### config.mk
export PLATFORM = sky130hd
export DESIGN_NAME = pin_sequencer
export DESIGN_NICKNAME = d
export VERILOG_FILES = /design/src/rtl/pin_seq_pkg.sv /design/src/rtl/timestamp_counter.sv /design/src/rtl/pin_sequencer.sv
export SDC_FILE = /design/constraint.sdc
export NUM_CORES = 1
export LEC_CHECK = 0
export ABC_CLOCK_PERIOD_IN_PS = 3200
export BUFFER_PORTS_ARGS = -buffer_cell sky130_fd_sc_hd__buf_2
export CORE_ASPECT_RATIO = 0.8
export CORE_MARGIN = 3
export CORE_UTILIZATION = 39
export CTS_CLUSTER_DIAMETER = 80
export CTS_CLUSTER_SIZE = 30
export DETAILED_ROUTE_END_ITERATION = 8
export MAX_ROUTING_LAYER = met4
export SYNTH_ARGS = -nofsm -noshare
export SYNTH_HDL_FRONTEND = slang
export SYNTH_SLANG_ARGS = --single-unit
### constraint.sdc
create_clock -name clk -period 3.2 [get_ports clk]
set_input_delay 0.32 -clock clk [delete_from_list [all_inputs] [get_ports clk]]
set_output_delay 0.32 -clock clk [all_outputs]
set_load 0.1 [all_outputs]
### src/rtl/pin_seq_pkg.sv
// rtl/pin_seq_pkg.sv - shared states, register map and address helper for pin_sequencer
package pin_seq_pkg;

    typedef enum logic [7:0] {
        ST_IDLE      = 8'b0000_0001,
        ST_WR_DUTY   = 8'b0000_0010,
        ST_WR_ANTI   = 8'b0000_0100,
        ST_WR_CYC    = 8'b0000_1000,
        ST_WR_INF    = 8'b0001_0000,
        ST_WAIT_TIME = 8'b0010_0000,
        ST_GO        = 8'b0100_0000,
        ST_CLEAR     = 8'b1000_0000
    } state_t;

    localparam logic [20:0] OFF_DUTY        = 21'd4;
    localparam logic [20:0] OFF_ANTI        = 21'd8;
    localparam logic [20:0] OFF_CYC         = 21'd12;
    localparam logic [20:0] OFF_INF         = 21'd16;
    localparam logic [20:0] ADDR_GLOBAL_CMD = 21'd0;
    localparam logic [15:0] GLOBAL_START    = 16'd1;
    localparam logic [15:0] GLOBAL_STOP     = 16'd0;

    // Block 0 is the global command register, so pin p lives one stride further up.
    function automatic logic [20:0] pin_base(input int unsigned pin, input int unsigned stride);
        return 21'((pin + 32'd1) * stride);
    endfunction

endpackage

### src/rtl/timestamp_counter.sv
// rtl/timestamp_counter.sv - free-running wrapping tick counter
module timestamp_counter #(
    parameter int TS_W = 32
) (
    input  logic            clk,
    input  logic            reset,
    output logic [TS_W-1:0] count
);

    always_ff @(posedge clk) begin
        if (reset) begin
            count <= '0;
        end else begin
            count <= count + TS_W'(1);
        end
    end

endmodule

### src/rtl/pin_sequencer.sv
// rtl/pin_sequencer.sv - serialises one timed pin command onto the register bus and launches it
module pin_sequencer
    import pin_seq_pkg::*;
#(
    parameter int          NUM_PINS   = 8,
    parameter int          PIN_STRIDE = 32,
    parameter logic [20:0] IDLE_ADDR  = 21'h1FFFFF,
    parameter int          TS_W       = 32
) (
    input  logic                        clk,
    input  logic                        reset,
    input  logic                        cmd_valid,
    output logic                        cmd_ready,
    input  logic [$clog2(NUM_PINS)-1:0] cmd_pin,
    input  logic [15:0]                 cmd_duty,
    input  logic [15:0]                 cmd_anti_duty,
    input  logic [15:0]                 cmd_cycles,
    input  logic                        cmd_run_inf,
    input  logic [TS_W-1:0]             cmd_start_time,
    input  logic                        abort,
    output logic [20:0]                 bus_addr,
    output logic [15:0]                 bus_data,
    output logic                        bus_we,
    output logic [TS_W-1:0]             timestamp,
    output logic                        busy,
    output logic                        start_pulse
);

    localparam int PIN_W = $clog2(NUM_PINS);

    state_t            state;
    state_t            state_next;
    logic [PIN_W-1:0]  pin_q;
    logic [15:0]       duty_q;
    logic [15:0]       anti_q;
    logic [15:0]       cycles_q;
    logic              run_inf_q;
    logic [TS_W-1:0]   start_q;
    logic [PIN_W-1:0]  pin_eff;
    logic [15:0]       duty_eff;
    logic              accept;
    logic              pin_valid;
    logic              reached;
    logic [TS_W-1:0]   elapsed;
    logic [20:0]       base;
    logic [20:0]       addr_next;
    logic [15:0]       data_next;
    logic              we_next;
    logic              pulse_next;

    timestamp_counter #(.TS_W(TS_W)) u_timestamp (
        .clk   (clk),
        .reset (reset),
        .count (timestamp)
    );

    assign accept    = cmd_valid & cmd_ready;
    assign pin_valid = 32'(cmd_pin) < NUM_PINS;
    // Modular difference: MSB clear means the start time is at most half a wrap behind.
    assign elapsed   = timestamp - start_q;
    assign reached   = ~elapsed[TS_W-1];

    // Fields track the host while idle, so they hold the accepted command afterwards.
    always_ff @(posedge clk) begin
        if (reset) begin
            pin_q     <= '0;
            duty_q    <= '0;
            anti_q    <= '0;
            cycles_q  <= '0;
            run_inf_q <= 1'b0;
            start_q   <= '0;
        end else if (state == ST_IDLE) begin
            pin_q     <= cmd_pin;
            duty_q    <= cmd_duty;
            anti_q    <= cmd_anti_duty;
            cycles_q  <= cmd_cycles;
            run_inf_q <= cmd_run_inf;
            start_q   <= cmd_start_time;
        end
    end

    always_ff @(posedge clk) begin
        if (reset) begin
            state <= ST_IDLE;
        end else begin
            state <= state_next;
        end
    end

    always_comb begin
        state_next = state;
        if (abort) begin
            state_next = ST_CLEAR;
        end else begin
            case (state)
                ST_IDLE:      if (accept) state_next = pin_valid ? ST_WR_DUTY : ST_CLEAR;
                ST_WR_DUTY:   state_next = ST_WR_ANTI;
                ST_WR_ANTI:   state_next = ST_WR_CYC;
                ST_WR_CYC:    state_next = ST_WR_INF;
                ST_WR_INF:    state_next = ST_WAIT_TIME;
                ST_WAIT_TIME: if (reached) state_next = ST_GO;
                ST_GO:        state_next = ST_CLEAR;
                ST_CLEAR:     state_next = ST_IDLE;
                default:      state_next = ST_IDLE;
            endcase
        end
    end

    // Outputs are computed for the state being entered and registered, so the
    // duty write uses the host fields directly on the accepting edge.
    assign pin_eff  = (state == ST_IDLE) ? cmd_pin  : pin_q;
    assign duty_eff = (state == ST_IDLE) ? cmd_duty : duty_q;

    always_comb begin
        addr_next  = IDLE_ADDR;
        data_next  = '0;
        we_next    = 1'b0;
        pulse_next = 1'b0;
        base       = pin_base(32'(pin_eff), PIN_STRIDE);
        case (state_next)
            ST_WR_DUTY: begin
                addr_next = base + OFF_DUTY;
                data_next = duty_eff;
                we_next   = 1'b1;
            end
            ST_WR_ANTI: begin
                addr_next = base + OFF_ANTI;
                data_next = anti_q;
                we_next   = 1'b1;
            end
            ST_WR_CYC: begin
                addr_next = base + OFF_CYC;
                data_next = cycles_q;
                we_next   = 1'b1;
            end
            ST_WR_INF: begin
                addr_next = base + OFF_INF;
                data_next = {15'b0, run_inf_q};
                we_next   = 1'b1;
            end
            ST_GO: begin
                addr_next  = ADDR_GLOBAL_CMD;
                data_next  = GLOBAL_START;
                we_next    = 1'b1;
                pulse_next = 1'b1;
            end
            ST_CLEAR: begin
                addr_next = ADDR_GLOBAL_CMD;
                data_next = GLOBAL_STOP;
                we_next   = 1'b1;
            end
            default: ;
        endcase
    end

    always_ff @(posedge clk) begin
        if (reset) begin
            bus_addr    <= IDLE_ADDR;
            bus_data    <= '0;
            bus_we      <= 1'b0;
            start_pulse <= 1'b0;
            cmd_ready   <= 1'b0;
            busy        <= 1'b0;
        end else begin
            bus_addr    <= addr_next;
            bus_data    <= data_next;
            bus_we      <= we_next;
            start_pulse <= pulse_next;
            cmd_ready   <= (state_next == ST_IDLE);
            busy        <= (state_next != ST_IDLE);
        end
    end

endmodule

== Word level (Yosys, flattened, before mapping) ==
Cells that the tools add are included.

* Flip-flop bits (word level): 165
* Latch bits: 0
* Bits in writable memories: 0
* Memory bits (read-only): 0
* Bits of input ports: 88
* Output and inout bits: 73
* Word-level logic and storage cells: 49
* Memories: 0

* Add/subtract/negate cells: 7
* $mul: 0
* Div/mod/pow operators: 0
* Order comparisons: 0
* Equality and inequality tests: 15
* Shifts and indexed selects: 0
* Mux-type cells: 10
* Bitwise operators: 1
* Reductions and logical operators: 2

{| class="wikitable"
|+ Operators by type and width
! cell !! count
|-
| 21-bit one-hot mux with 5 select lines || 1
|-
| 16-bit one-hot mux with 5 select lines || 1
|-
| 8-bit one-hot mux with 7 select lines || 1
|-
| 32-bit by 1-bit adder with 32-bit output (second input constant) || 1
|-
| 32-bit subtractor || 1
|-
| 8-bit 2-to-1 mux || 3
|-
| 9-bit by 4-bit adder with 10-bit output (second input constant) || 2
|-
| 8-bit by 1-bit equality test with 1-bit output (second input constant) || 2
|-
| 8-bit by 2-bit equality test with 1-bit output (second input constant) || 2
|-
| 8-bit by 3-bit equality test with 1-bit output (second input constant) || 2
|-
| 8-bit by 4-bit equality test with 1-bit output (second input constant) || 2
|-
| 8-bit by 5-bit equality test with 1-bit output (second input constant) || 2
|-
| 8-bit by 7-bit equality test with 1-bit output (second input constant) || 2
|-
| 16-bit 2-to-1 mux || 1
|-
| 9-bit by 3-bit adder with 10-bit output (second input constant) || 1
|-
| 9-bit by 5-bit adder with 10-bit output (second input constant) || 1
|-
| 8-bit by 6-bit equality test with 1-bit output (second input constant) || 1
|-
| 8-bit equality test (second input constant) || 1
|-
| 8-bit by 1-bit != test with 1-bit output (second input constant) || 1
|-
| 6-bit OR reduction || 1
|-
| 3-bit by 1-bit adder with 4-bit output (second input constant) || 1
|-
| 3-bit 2-to-1 mux || 1
|-
| 1-bit 2-to-1 mux || 2
|-
| 2-bit OR reduction || 1
|-
| 1-bit AND || 1
|}

== Logic depth before layout (Yosys ltp) ==
* Word-level depth: 7
* Mapped depth: 11
* Depth with buffers taken out: 10

== Modules after synthesis ==
From an unflattened synthesis, not the netlist that was laid out.

* Cell total of the unflattened synthesis: 803
* Area, all modules: 6623.9 sq um

{| class="wikitable"
|+ By module, submodules not included
! module !! times used !! cells each !! area each (sq um) !! sequential area each (sq um)
|-
| pin_sequencer || 1 || 635 || 5148.7 || 2382.3
|-
| timestamp_counter || 1 || 168 || 1475.2 || 640.6
|}

== Worst setup path after synthesis ==
Ideal clock, no wire load.

* Kind: register to register
* Start: register u_timestamp.count[2]
* End: register bus_we
* Arrival: 2708 ps
* Data required time: 3078 ps
* Setup slack: 371 ps
* Cell stages (with the launch flop): 10
* Buffers on the path: 1
* Period minus slack after synthesis: 2829 ps
* Path through: dfxtp_1 ha_1 nand2_1 o21ai_0 a31oi_1 o41ai_1 a21oi_1 or4_1 o211a_1 buf_6

* Cells in the longest elaborated chain, start to end: 7
* Elaborated cells between the ends (all ways): 12
* Those cells by class: 1 x add/sub; 6 x eq/ne; 4 x mux; 1 x reduce/logical

{| class="wikitable"
|+ RTL lines
! item !! RTL line !! source
|-
| start: declaration || timestamp_counter.sv:7 || <nowiki>output logic [TS_W-1:0] count</nowiki>
|-
| start signal: assignment || timestamp_counter.sv:14 || <nowiki>count <= count + TS_W'(1);</nowiki>
|-
| 32-bit subtractor (*) || pin_sequencer.sv:60 || <nowiki>assign elapsed = timestamp - start_q;</nowiki>
|-
| 8-bit 2-to-1 mux (*) || pin_sequencer.sv:101 || <nowiki>ST_WAIT_TIME: if (reached) state_next = ST_GO;</nowiki>
|-
| 8-bit one-hot mux with 7 select lines (*) || pin_sequencer.sv:95 || <nowiki>case (state)</nowiki>
|-
| 8-bit 2-to-1 mux (*) || pin_sequencer.sv:92 || <nowiki>if (abort) begin</nowiki>
|-
| 8-bit by 7-bit equality test with 1-bit output (tied with other cells) || pin_sequencer.sv:120 || <nowiki>case (state_next)</nowiki>
|-
| 6-bit OR reduction (no line) (*) || - ||
|-
| 1-bit 2-to-1 mux (*) || pin_sequencer.sv:120 ||
|-
| end signal: assignment || pin_sequencer.sv:167 || <nowiki>bus_we <= we_next;</nowiki>
|-
| end: declaration || pin_sequencer.sv:23 || <nowiki>output logic bus_we,</nowiki>
|}

Every way passes the cells marked *; elsewhere a longest branch is shown, timed or not.
A chain may end at the register's enable or synchronous reset.

== Final worst setup path ==
* Start: register start_q[2]
* End: register bus_we

* Cells in the longest elaborated chain, start to end: 7
* Elaborated cells between the ends (all ways): 12
* Those cells by class: 1 x add/sub; 6 x eq/ne; 4 x mux; 1 x reduce/logical

{| class="wikitable"
|+ RTL lines
! item !! RTL line !! source
|-
| start: declaration || pin_sequencer.sv:38 || <nowiki>logic [TS_W-1:0] start_q;</nowiki>
|-
| start signal: assignment || pin_sequencer.sv:78 || <nowiki>start_q <= cmd_start_time;</nowiki>
|-
| 32-bit subtractor (*) || pin_sequencer.sv:60 ||
|-
| 8-bit 2-to-1 mux (*) || pin_sequencer.sv:101 ||
|-
| 8-bit one-hot mux with 7 select lines (*) || pin_sequencer.sv:95 ||
|-
| 8-bit 2-to-1 mux (*) || pin_sequencer.sv:92 ||
|-
| 8-bit by 7-bit equality test with 1-bit output (tied with other cells) || pin_sequencer.sv:120 ||
|-
| 6-bit OR reduction (no line) (*) || - ||
|-
| 1-bit 2-to-1 mux (*) || pin_sequencer.sv:120 ||
|}

Marked as above.

==> metrics.csv <==
stage;metric;value;unit
timing;drv_slew;0;
clocking;cts.sink_count;152;
worst_setup_path;crit_fanout;9;
placed_design;hpwl;12.1;mm
logic_synthesis;syn-cell-area;6680;um2
worst_setup_path;crit_type;flip-flop to flip-flop;
finish;mostFrequentLayoutCell;nand2_1;
clocking;clock_latency;0.42;ns
routing;drt.antenna.violating_nets;0;
routing;routed-via-count;5769;
clocking;cts.reportedPaths.clkPinSlew;0.06;ns
floorplanning;start_util;40.1;%
logic_synthesis;synthFlopType;dfxtp_1;
logic_synthesis;ys_seq_elements;152;
logic_synthesis;synth_edf_count;0;
power_and_ir_drop;power.total;4.78;mW
timing;rsz0062_at_grt;false;
finish;stdcell_area;8150;um2
routing;drtIter0Drc;453;
grt;grt_usage;18.4;%
floorplanning;core_area;16700;um2
placed_design;globalplace.congestion;0.839;
worst_setup_path;crit_start;start_q[2];
clocking;cts_resized;0;
worst_setup_path;worst_ep_arrival_time;3.05;ns
power_and_ir_drop;ir_worst_vdd;0.321;mV
clocking;postCtsHoldBufs;0;
timing;clock.fmax;353;MHz
timing;fin_worst_skew;0.0145;ns
power_and_ir_drop;power.density;586;nW/um2
grt;grt.overflow.total;0;
worst_setup_path;worstPathRequired;3.41;ns
finish;nets;1060;
grt;grt_pass1_wl;26.8;mm
timing;tns;0;ns
floorplanning;dieArea;18700;um2
routing;drtPass1Iterations;6;
finish;drive_gt1_share;22.8;%
floorplanning;die_w;152;um
logic_synthesis;yosysTopAreaCellShare;45.5;%
finish;antenna_cells;0;
logic_synthesis;async_reset_ff_share;0;%
min_path;hold_class;primary input to flip-flop;
clocking;postCtsSetupBuffers;0;
routing;wire_per_inst;14.5;um
placed_design;port-buffer-count;160;
finish;final_cell_mix;204 x nand2_1, 159 x buf_2, 152 x dfxtp_1, 103 x a21oi_1, 54 x nor2_1;
timing;finalHoldViolations;0;
grt;grt_max_degree;96;
logic_synthesis;synth_area_leaders;dfxtp_1 46%, nand2_1 11%, a21oi_1 7.7%, ha_1 6.0%, nor2_1 3.0%;
timing;worst_pin_slew;1.04;ns
logic_synthesis;synth_nets;926;
routing;avgViaCountPerCell;4.93;
timing;period_share;88.6;%
logic_synthesis;ys_types;48;
run;cap_violations;0;
min_path;hold_path_startpoint;cmd_start_time[21];
clocking;cts_root_buf;clkbuf_16;
floorplanning;io_pins;161;
grt;grt_pass1_vias;5308;
floorplanning;rows;42;
placed_design;dpl_cell_area;7500;um2
logic_synthesis;seq_area_frac_synth;45.5;%
clocking;cts_tree;built;
worst_setup_path;end_kind;flip-flop;
grt;antenna_found_initial;0;
clocking;ctsLongestPathBuffers;2;
routing;wirelength;17.0;mm
timing;period_minus_slack;2.83;ns
worst_setup_path;r2r_start;start_q[2];
logic_synthesis;syn_area_per_cell;8.29;um2
status;status;complete, no violations;
logic_synthesis;yosysWarnings;0;
logic_synthesis;synth_top_area_cell;dfxtp_1;
floorplanning;die_h;123;um
logic_synthesis;synthCells;806;
finish;area_growth;22.0;%
worst_setup_path;start_kind;flip-flop;
routing;route.detailed.drc;0;
timing;finalSetupViolCount;0;
clocking;cts_buffers;17;
timing;relSlewSlack;30.7;%
power_and_ir_drop;leakage;3.68;nW
clocking;h-tree-depth;4;
-- logic make-up (layout without fill, tap and decap cells) --
family          count (synthesis)  after routing  share of synthesized area (%)
fa+ha+maj                      32             32                           5.99
simple gates                  346            346                           23.5
compound gates                149            149                           13.1
xor+xnor                       31             31                           4.06
buf+inv                        93            238                           7.36
mux                             3              3                          0.449
flops                         152            152                           45.5
-- cell usage after synthesis (all sizes together), types with 2 or more instances --
cell type,n
a21o,3
a21oi,103
a221oi,2
a222oi,16
and2,8
and3,12
and4,7
buf,35
clkbuf,22
dfxtp,152
ha,32
inv,36
mux2i,3
nand2,211
nand2b,3
nand3,22
nand4,7
nor2,54
nor2b,3
nor3,7
o21a,4
o21ai,13
o21bai,2
or3,5
or4,2
xnor2,8
xor2,23
-- critical path, stage by stage (launching register included) --
cell and delay, ns:
dfxtp_1 0.33, inv_1 0.04, ha_1 0.28, nand2_1 0.05, o21ai_0 0.18, a31oi_1 0.12
o41ai_1 0.57, a21oi_1 0.24, or4_1 0.50, o211a_1 0.33
-- flip-flops by register name, indices dropped and copies added (netlist names) --
name,cells
anti_q,16
bus_addr,8
bus_data,16
bus_we,1
busy,1
cmd_ready,1
cycles_q,16
duty_q,16
pin_q,3
run_inf_q,1
start_pulse,1
start_q,32
state,8
u_timestamp.count,32
-- stage by stage --
stage,instances,utilization (%),setup slack (ns),hold WS [ns]
2_1_floorplan,806,-,0.371,0.432
3_3_place_gp,1141,45.0,0.531,0.444
3_5_place_dp,1141,45.0,0.453,0.446
4_1_cts,1171,48.9,0.409,0.116
5_1_grt,1171,48.9,0.274,0.126
6_report,1171,48.9,0.366,0.139
-- worst paths after layout --
kind              slack (ns)  cells past startpoint          end
setup / recovery        0.37                      9       bus_we
hold / removal          0.14                      3  start_q[21]
setup reg to reg        0.37                      9       bus_we
hold reg to reg         0.45                      2  start_q[30]
-- metal layers --
| layer | global-route usage, % | part of all wire, % | vias up |
|---|---|---|---|
| met1 | 25.7 | 51 | 2666 |
| met3 | 4.34 | 4.6 | 16 |
| met2 | 26.6 | 43 | 140 |
| met5 | - | 0 | - |
| met4 | 5.33 | 1.2 | 0 |
| li1 | - | - | 2947 |
-- layout make-up --
cell class	count	area [um2]
Timing Repair Buffer	172	893
Clock inverter	7	164
Sequential cell	152	3040
Fill cell	1689	8510
Clock buffer	23	488
Inverter	36	135
Multi-Input combinational cell	561	3150
Tap cell	220	275
-- power breakdown --
group | total (mW) | switching [mW] | internal (mW) | leakage [nW]
clock network | 2.22 | 0.757 | 1.46 | 0.320
registers | 2.02 | 0.0435 | 1.98 | 1.24
logic | 0.537 | 0.378 | 0.159 | 2.12
total | 4.78 | 1.18 | 3.60 | 3.68
Power figures use the tool's default switching activity.
